===== src/rtl/chase_steer.sv =====
// chase_steer: once-per-frame steering controller for the chase robot.
// Samples the tracker centroid/radius on the falling edge of vsync, smooths
// the horizontal position, runs the search/track/close machine and drives
// two 8-bit PWM wheel channels with direction bits.
//
//   state  | meaning
//   -------+------------------------------------------------------
//   IDLE   | motors off, waiting for enable and a frame strobe
//   SEARCH | no target, spin clockwise in place
//   TRACK  | target visible, drive forward with differential steer
//   CLOSE  | target near, stop until it backs off past hysteresis
module chase_steer #(
    parameter int unsigned CENTER_X    = 512,
    parameter int unsigned DEADBAND    = 32,
    parameter int unsigned R_MIN       = 4,
    parameter int unsigned R_NEAR      = 120,
    parameter int unsigned R_HYST      = 16,
    parameter int unsigned LOST_FRAMES = 8,
    parameter int unsigned BASE_DUTY   = 160,
    parameter int unsigned SPIN_DUTY   = 96
) (
    input  logic        clk,
    input  logic        reset,
    input  logic        enable,
    input  logic        vsync,
    input  logic [31:0] x_center,
    input  logic [23:0] radius,
    output logic        left_pwm,
    output logic        right_pwm,
    output logic        left_dir,
    output logic        right_dir,
    output logic [1:0]  state
);

    typedef enum logic [1:0] {
        ST_IDLE   = 2'b00,
        ST_SEARCH = 2'b01,
        ST_TRACK  = 2'b10,
        ST_CLOSE  = 2'b11
    } state_t;

    localparam logic [9:0]  XF_RESET   = 10'(CENTER_X);
    localparam logic [10:0] CENTER_W   = 11'(CENTER_X);
    localparam logic [10:0] DEADBAND_W = 11'(DEADBAND);
    localparam logic [15:0] R_MIN_W    = 16'(R_MIN);
    localparam logic [15:0] R_NEAR_W   = 16'(R_NEAR);
    localparam logic [15:0] R_EXIT_W   = 16'(R_NEAR - R_HYST);
    localparam logic [3:0]  LOST_W     = 4'(LOST_FRAMES);
    localparam logic [7:0]  BASE_W     = 8'(BASE_DUTY);
    localparam logic [7:0]  SPIN_W     = 8'(SPIN_DUTY);

    logic        vsync_q, strobe, p1, p2;
    logic [9:0]  x_lat, x_f, x_avg;
    logic [15:0] r_lat;
    logic        hit;
    logic [3:0]  lost, lost_nx;
    logic        lost_out;
    state_t      st, st_nx;

    logic [10:0] err_u, mag;
    logic [8:0]  steer_raw, hi_sum;
    logic [7:0]  steer, hi_duty, lo_duty;
    logic [7:0]  l_duty_nx, r_duty_nx;
    logic        l_dir_nx, r_dir_nx;

    logic [7:0]  l_shadow, r_shadow, l_active, r_active, pwm_cnt;
    logic        l_dir_sh, r_dir_sh;

    assign strobe   = vsync_q & ~vsync;
    assign hit      = (r_lat >= R_MIN_W);
    assign x_avg    = 10'(({1'b0, x_f} + {1'b0, x_lat}) >> 1);
    assign lost_nx  = hit ? 4'd0 : ((lost == 4'hF) ? lost : lost + 4'd1);
    assign lost_out = (lost_nx >= LOST_W);
    assign state    = st;

    // Signed error from straight ahead, its magnitude and the clamped steer term.
    assign err_u     = {1'b0, x_f} - CENTER_W;
    assign mag       = err_u[10] ? (~err_u + 11'd1) : err_u;
    assign steer_raw = mag[10:2];
    assign steer     = (steer_raw > {1'b0, BASE_W}) ? BASE_W : steer_raw[7:0];
    assign hi_sum    = {1'b0, BASE_W} + {1'b0, steer};
    assign hi_duty   = hi_sum[8] ? 8'hFF : hi_sum[7:0];
    assign lo_duty   = BASE_W - steer;

    // Frame strobe detection, latch stage and the S+1/S+2 pipeline tokens;
    // a second strobe mid-pipeline overwrites the latch and restarts.
    always_ff @(posedge clk or posedge reset) begin
        if (reset) begin
            vsync_q <= 1'b0;
            p1      <= 1'b0;
            p2      <= 1'b0;
            x_lat   <= '0;
            r_lat   <= '0;
            x_f     <= XF_RESET;
            lost    <= '0;
        end else begin
            vsync_q <= vsync;
            p1      <= strobe;
            p2      <= p1 & ~strobe;
            if (strobe) begin
                x_lat <= (|x_center[31:10]) ? 10'h3FF : x_center[9:0];
                r_lat <= (|radius[23:16]) ? 16'hFFFF : radius[15:0];
            end
            if (p1 && !strobe && hit)
                x_f <= x_avg;
            if (p2)
                lost <= lost_nx;
        end
    end

    // State register.
    always_ff @(posedge clk or posedge reset) begin
        if (reset)
            st <= ST_IDLE;
        else
            st <= st_nx;
    end

    // Next state: enable low wins immediately, otherwise move only at S+2.
    always_comb begin
        st_nx = st;
        if (!enable) begin
            st_nx = ST_IDLE;
        end else if (p2) begin
            case (st)
                ST_IDLE:   st_nx = ST_SEARCH;
                ST_SEARCH: if (hit) st_nx = ST_TRACK;
                ST_TRACK: begin
                    if (r_lat >= R_NEAR_W) st_nx = ST_CLOSE;
                    else if (lost_out)     st_nx = ST_SEARCH;
                end
                ST_CLOSE: begin
                    if (hit && (r_lat < R_EXIT_W)) st_nx = ST_TRACK;
                    else if (lost_out)             st_nx = ST_SEARCH;
                end
                default:   st_nx = ST_IDLE;
            endcase
        end
    end

    // Wheel duties and directions for the state being entered.
    always_comb begin
        l_duty_nx = 8'd0;
        r_duty_nx = 8'd0;
        l_dir_nx  = 1'b1;
        r_dir_nx  = 1'b1;
        case (st_nx)
            ST_SEARCH: begin
                l_duty_nx = SPIN_W;
                r_duty_nx = SPIN_W;
                r_dir_nx  = 1'b0;
            end
            ST_TRACK: begin
                if (mag <= DEADBAND_W) begin
                    l_duty_nx = BASE_W;
                    r_duty_nx = BASE_W;
                end else if (!err_u[10]) begin
                    l_duty_nx = hi_duty;
                    r_duty_nx = lo_duty;
                end else begin
                    l_duty_nx = lo_duty;
                    r_duty_nx = hi_duty;
                end
            end
            default: ;
        endcase
    end

    // Shadow duties load at S+2 and are cleared outright while disabled.
    always_ff @(posedge clk or posedge reset) begin
        if (reset) begin
            l_shadow <= '0;
            r_shadow <= '0;
            l_dir_sh <= 1'b0;
            r_dir_sh <= 1'b0;
        end else if (!enable) begin
            l_shadow <= '0;
            r_shadow <= '0;
        end else if (p2) begin
            l_shadow <= l_duty_nx;
            r_shadow <= r_duty_nx;
            l_dir_sh <= l_dir_nx;
            r_dir_sh <= r_dir_nx;
        end
    end

    // PWM generator: shadows become active at the 255->0 wrap so a period
    // is never cut short; disable kills the drive on the next cycle.
    always_ff @(posedge clk or posedge reset) begin
        if (reset) begin
            pwm_cnt   <= '0;
            l_active  <= '0;
            r_active  <= '0;
            left_dir  <= 1'b0;
            right_dir <= 1'b0;
            left_pwm  <= 1'b0;
            right_pwm <= 1'b0;
        end else begin
            pwm_cnt <= pwm_cnt + 8'd1;
            if (!enable) begin
                l_active  <= '0;
                r_active  <= '0;
                left_pwm  <= 1'b0;
                right_pwm <= 1'b0;
            end else begin
                if (pwm_cnt == 8'hFF) begin
                    l_active  <= l_shadow;
                    r_active  <= r_shadow;
                    left_dir  <= l_dir_sh;
                    right_dir <= r_dir_sh;
                end
                left_pwm  <= (pwm_cnt < l_active);
                right_pwm <= (pwm_cnt < r_active);
            end
        end
    end

endmodule


===== config.mk =====
export PLATFORM = sky130hd
export DESIGN_NAME = chase_steer
export DESIGN_NICKNAME = d
export VERILOG_FILES = /design/src/rtl/chase_steer.sv
export SDC_FILE = /design/constraint.sdc
export NUM_CORES = 1
export LEC_CHECK = 0
export CAP_MARGIN = 10
export CELL_PAD_IN_SITES_DETAIL_PLACEMENT = 1
export CELL_PAD_IN_SITES_GLOBAL_PLACEMENT = 1
export CORE_MARGIN = 5
export CORE_UTILIZATION = 45
export CTS_CLUSTER_SIZE = 40
export DETAILED_ROUTE_END_ITERATION = 8
export GPL_TIMING_DRIVEN = 0
export PLACE_DENSITY = 0.9
export RECOVER_POWER = 50
export REMOVE_ABC_BUFFERS = 1
export SYNTH_ARGS = -nofsm -noshare
export SYNTH_HDL_FRONTEND = slang
export SYNTH_SLANG_ARGS = --single-unit

===== constraint.sdc =====
create_clock -name clk -period 4.44 [get_ports clk]
set_input_delay 0.888 -clock clk [delete_from_list [all_inputs] [get_ports clk]]
set_output_delay 0.888 -clock clk [all_outputs]
set_load 0.05 [all_outputs]

==> summary.txt <==
Status
  – Status: finished clean

Global route
  – Gr ovfl total: 0
  – Global-route wire length before repair: 24,700 um
  – Vias in the first global route: a little over 5,000
  – Antenna violations before repair: 0
  – Largest net degree at the start of global routing: 58
  – All-Layer GR Usage: between 20% and 30%

Timing
  – Fin Clk Skew: 4.60 ps
  – RSZ-0062 raised after global routing: false
  – Final Cycle Share: 76.2%
  – Endpoints failing setup: 0
  – Worst-Margin Slew: 1450 ps
  – Tmin final: 3380 ps
  – Fmax: 0.296 GHz
  – Final count of hold timing violations: 0
  – Setup TNS: 0 ps
  – Final Slew Violations: 0
  – Worst rel slew slack: 2.60%

Setup path
  – Stages on the worst setup path: 13
  – CP bufs+invs: 0
  – CP required: 4730 ps
  – Cells along the critical path: nor4_1 -> nand3_1 -> or2_2 -> a211oi_1 -> o31ai_1 -> nor3_1 -> ha_1 -> nor2_1 -> nand2_1 -> a311oi_1 -> o21ai_0 -> o31a_1 -> nand3_1
  – Worst-case reg-to-reg path depth: 13
  – Element type at the critical path end: register
  – CP max FO: 5
  – Reg2reg end: r_shadow[5]
  – Slowest Stage Delay on Critical Path: 400 ps
  – Worst flop-to-flop path startpoint: r_lat[11]
  – Worst Path Arrival: approximately 3700 ps
  – Most used cell, CP: nand3_1
  – Setup crit start kind: register
  – Setup crit end: r_shadow[5]
  – Worst R2R Setup Slack: 1060 ps
  – Crit Path Class: register to register
  – Slowest CP cell: dfrtp_1
  – CP startpoint: r_lat[11]
  – Delay-heaviest family, CP: simple AND/OR/NAND/NOR gates

Clock tree
  – Hold_buf cts: 0
  – Clock slew seen by the registers of the worst setup and hold paths: approximately 70 ps
  – Resized cells post-CTS: 0
  – Total CTS buffers: 9
  – CTS max path bufs: 2
  – Root buf cell: clkbuf_16
  – Clock Latency Late Sink: between 300 and 400 ps
  – CTS tree: built
  – CTS sink count: roughly 90
  – Post-CTS Setup Inserts: 0
  – Htree depth: 3

Synthesis
  – Avg Synthesized Cell Area: 9.38 um2
  – Warnings from Yosys: 0
  – FF+latch count, synth: slightly below 90
  – Sequential share of the synthesized area: roughly 41%
  – Cell Area, Synth: 5370 um2
  – Main synth FF type: dfrtp_1
  – Post-Synthesis Cells: 573
  – Netlist cell types: between 70 and 80
  – Post-synth EDFFs: 0
  – FFs w/ async S/R, synth: 100%

Layout
  – Area of all placed cells without fillers: between 6000 and 7000 um2
  – Area growth syn-to-layout: 19.1%
  – Antenna diode count: 0
  – Final core utilization: 54.0%
  – Layout Cells excl Fill: 773
  – Fill count: 1,312
  – Nets: a little over 700
  – Share of cells above drive strength 1: 7.99%

Die
  – Die Y: between 100 and 150 um
  – Rows: 40
  – Core area: 11,900 um2
  – Boundary pin count: 66
  – Die Area: approximately 14,000 um2
  – Initial core utilization: 45.3%
  – Die Wd: 119 um

Power and ir drop
  – Leakage: 0.00255 uW
  – Clock share of power: 25.0%
  – Seq pwr share: about a third
  – Gate power share: a little over two fifths
  – Final Power: 3370 uW
  – Worst vdd ir: about 0.25 mV
  – P_int: 1970 uW
  – Switching share of power: 41.5%
  – Switching pwr: approximately 1400 uW
  – Pwr dens: around 530 nW/um2

Routing
  – WL/cell: 18.5 um
  – Routed WL: 14,300 um
  – DRT Pass-1 Iters: 4
  – Antenna viol nets, final: 0
  – Detailed-route DRC error count: 0
  – Avg Vias per Cell: between 5 and 6
  – DR iter-0 viols: 223
  – Vias post-DR: 4,574

Run
  – Max-cap violations: 0

Placement
  – DP HPWL: 10,600 um
  – Port buffer count: 63
  – Placed standard-cell area: 6100 um2
  – Placed insts: 757
  – GP Congestion: roughly 0.87

Min path
  – Hold Crit Class: register to register
  – Hold Path Cell Cnt: 1
==> layer usage <==
| layer | wire length, um | global-route usage [%] | share of wire (%) | vias to the layer above |
|---|---|---|---|---|
| li1 | - | - | - | 2158 |
| met1 | 5560 | 23.1 | 39 | 2239 |
| met2 | 7460 | 39.0 | 52 | 130 |
| met3 | 712 | 6.32 | 5.0 | 47 |
| met4 | 576 | 9.49 | 4.0 | 0 |
| met5 | 0 | 0 | 0 | - |
==> state kept, by name (all words and copies together) (netlist names), 2 cells and up <==
name and cells:
l_active 8, l_shadow 8, lost 4, pwm_cnt 8
r_active 8, r_lat 14, r_shadow 8, state 2
x_f 10, x_lat 10
==> power groups by stage <==
stage	logic [uW]	registers (uW)	clock network, uW
finish	1450	1080	841
global route	1600	1100	893
CTS	1450	1070	856
detailed placement	1410	1090	0
global placement	1300	1080	0
floorplan	1060	1030	0
==> Yosys cell counts (all sizes together) (8+ instances only) <==
master / count / share of area, %
xor2: 10 / 1.6
ha: 32 / 7.5
a21o: 9 / 1.3
nand2b: 12 / 1.4
nand2: 80 / 5.6
dfrtp: 88 / 41
a21oi: 27 / 2.6
xnor2: 10 / 1.8
clkbuf: 16 / 1.1
nor2: 27 / 2.1
or2: 9 / 1.1
o21ai: 33 / 3.2
buf: 12 / 1.5
nand3: 20 / 1.9
o22a: 24 / 3.9
nor2b: 8 / 0.93
inv: 30 / 2.1
nor4: 11 / 1.7
nor3: 13 / 1.5
a21boi: 17 / 2.4
==> worst register-to-register path: stages, from the launching register on <==
cell and delay, ps:
dfrtp_1 400, nor4_1 350, nand3_1 220, or2_2 400, a211oi_1 260, o31ai_1 140, nor3_1 300, ha_1 280
nor2_1 160, nand2_1 180, a311oi_1 300, o21ai_0 140, o31a_1 140, nand3_1 80
==> placed cells by master (no fill, tap or decap), types with 6 or more instances in the layout <==
master	synthesis	routed
a21boi_0	17	17
a21o_1	9	9
a21oi_1	26	26
a31oi_1	6	6
and3_1	6	6
clkbuf_16	0	9
clkdlybuf4s50_1	0	61
dfrtp_1	88	88
ha_1	32	32
inv_1	29	28
nand2_1	80	80
nand2b_1	12	12
nand3_1	20	20
nand4_1	6	6
nor2_1	25	25
nor2b_1	8	7
nor3_1	11	11
nor4_1	9	9
o21ai_0	29	29
o22a_1	24	24
o31ai_1	7	7
xnor2_1	9	9
xor2_1	10	10
==> metrics by stage <==
stage / worst slack [ps] / hold WS, ps
after detailed placement: 818 / 465
after CTS: 1030 / 484
after global placement: -39.0 / 449
final: 1060 / 477
after floorplan: 1250 / 430
after global routing: 594 / 495
==> worst min-delay path by stage <==
stage | start | to | slack (ps)
after global routing | l_dir_sh | l_dir_sh | 500
after floorplan | l_dir_sh | l_dir_sh | 430
after CTS | l_dir_sh | l_dir_sh | 480
after global placement | l_dir_sh | l_dir_sh | 450
after detailed placement | l_dir_sh | l_dir_sh | 470
final | l_dir_sh | l_dir_sh | 480
==> layout make-up <==
cell class	instances	area, um2	area share [%]
Multi-Input combinational cell	426	2900	45.2
Sequential cell	89	2230	34.8
Timing Repair Buffer	65	651	10.2
Clock buffer	10	239	3.73
Tap cell	147	184	2.87
Inverter	30	114	1.78
Clock inverter	6	90.1	1.41
==> cells by family (layout without fill, tap and decap cells) <==
group / Yosys count / after routing / share of synthesized area, %
AND/OR/NAND/NOR: 206 / 206 / 19.8
AO/OA/AOI/OAI: 162 / 162 / 21.9
flip-flops: 89 / 89 / 41.5
XOR/XNOR: 20 / 20 / 3.40
buffers and inverters: 58 / 111 / 4.68
adder cells (fa/ha/maj): 33 / 33 / 7.82
multiplexers: 5 / 5 / 0.978
Power figures use the tool's default switching activity.
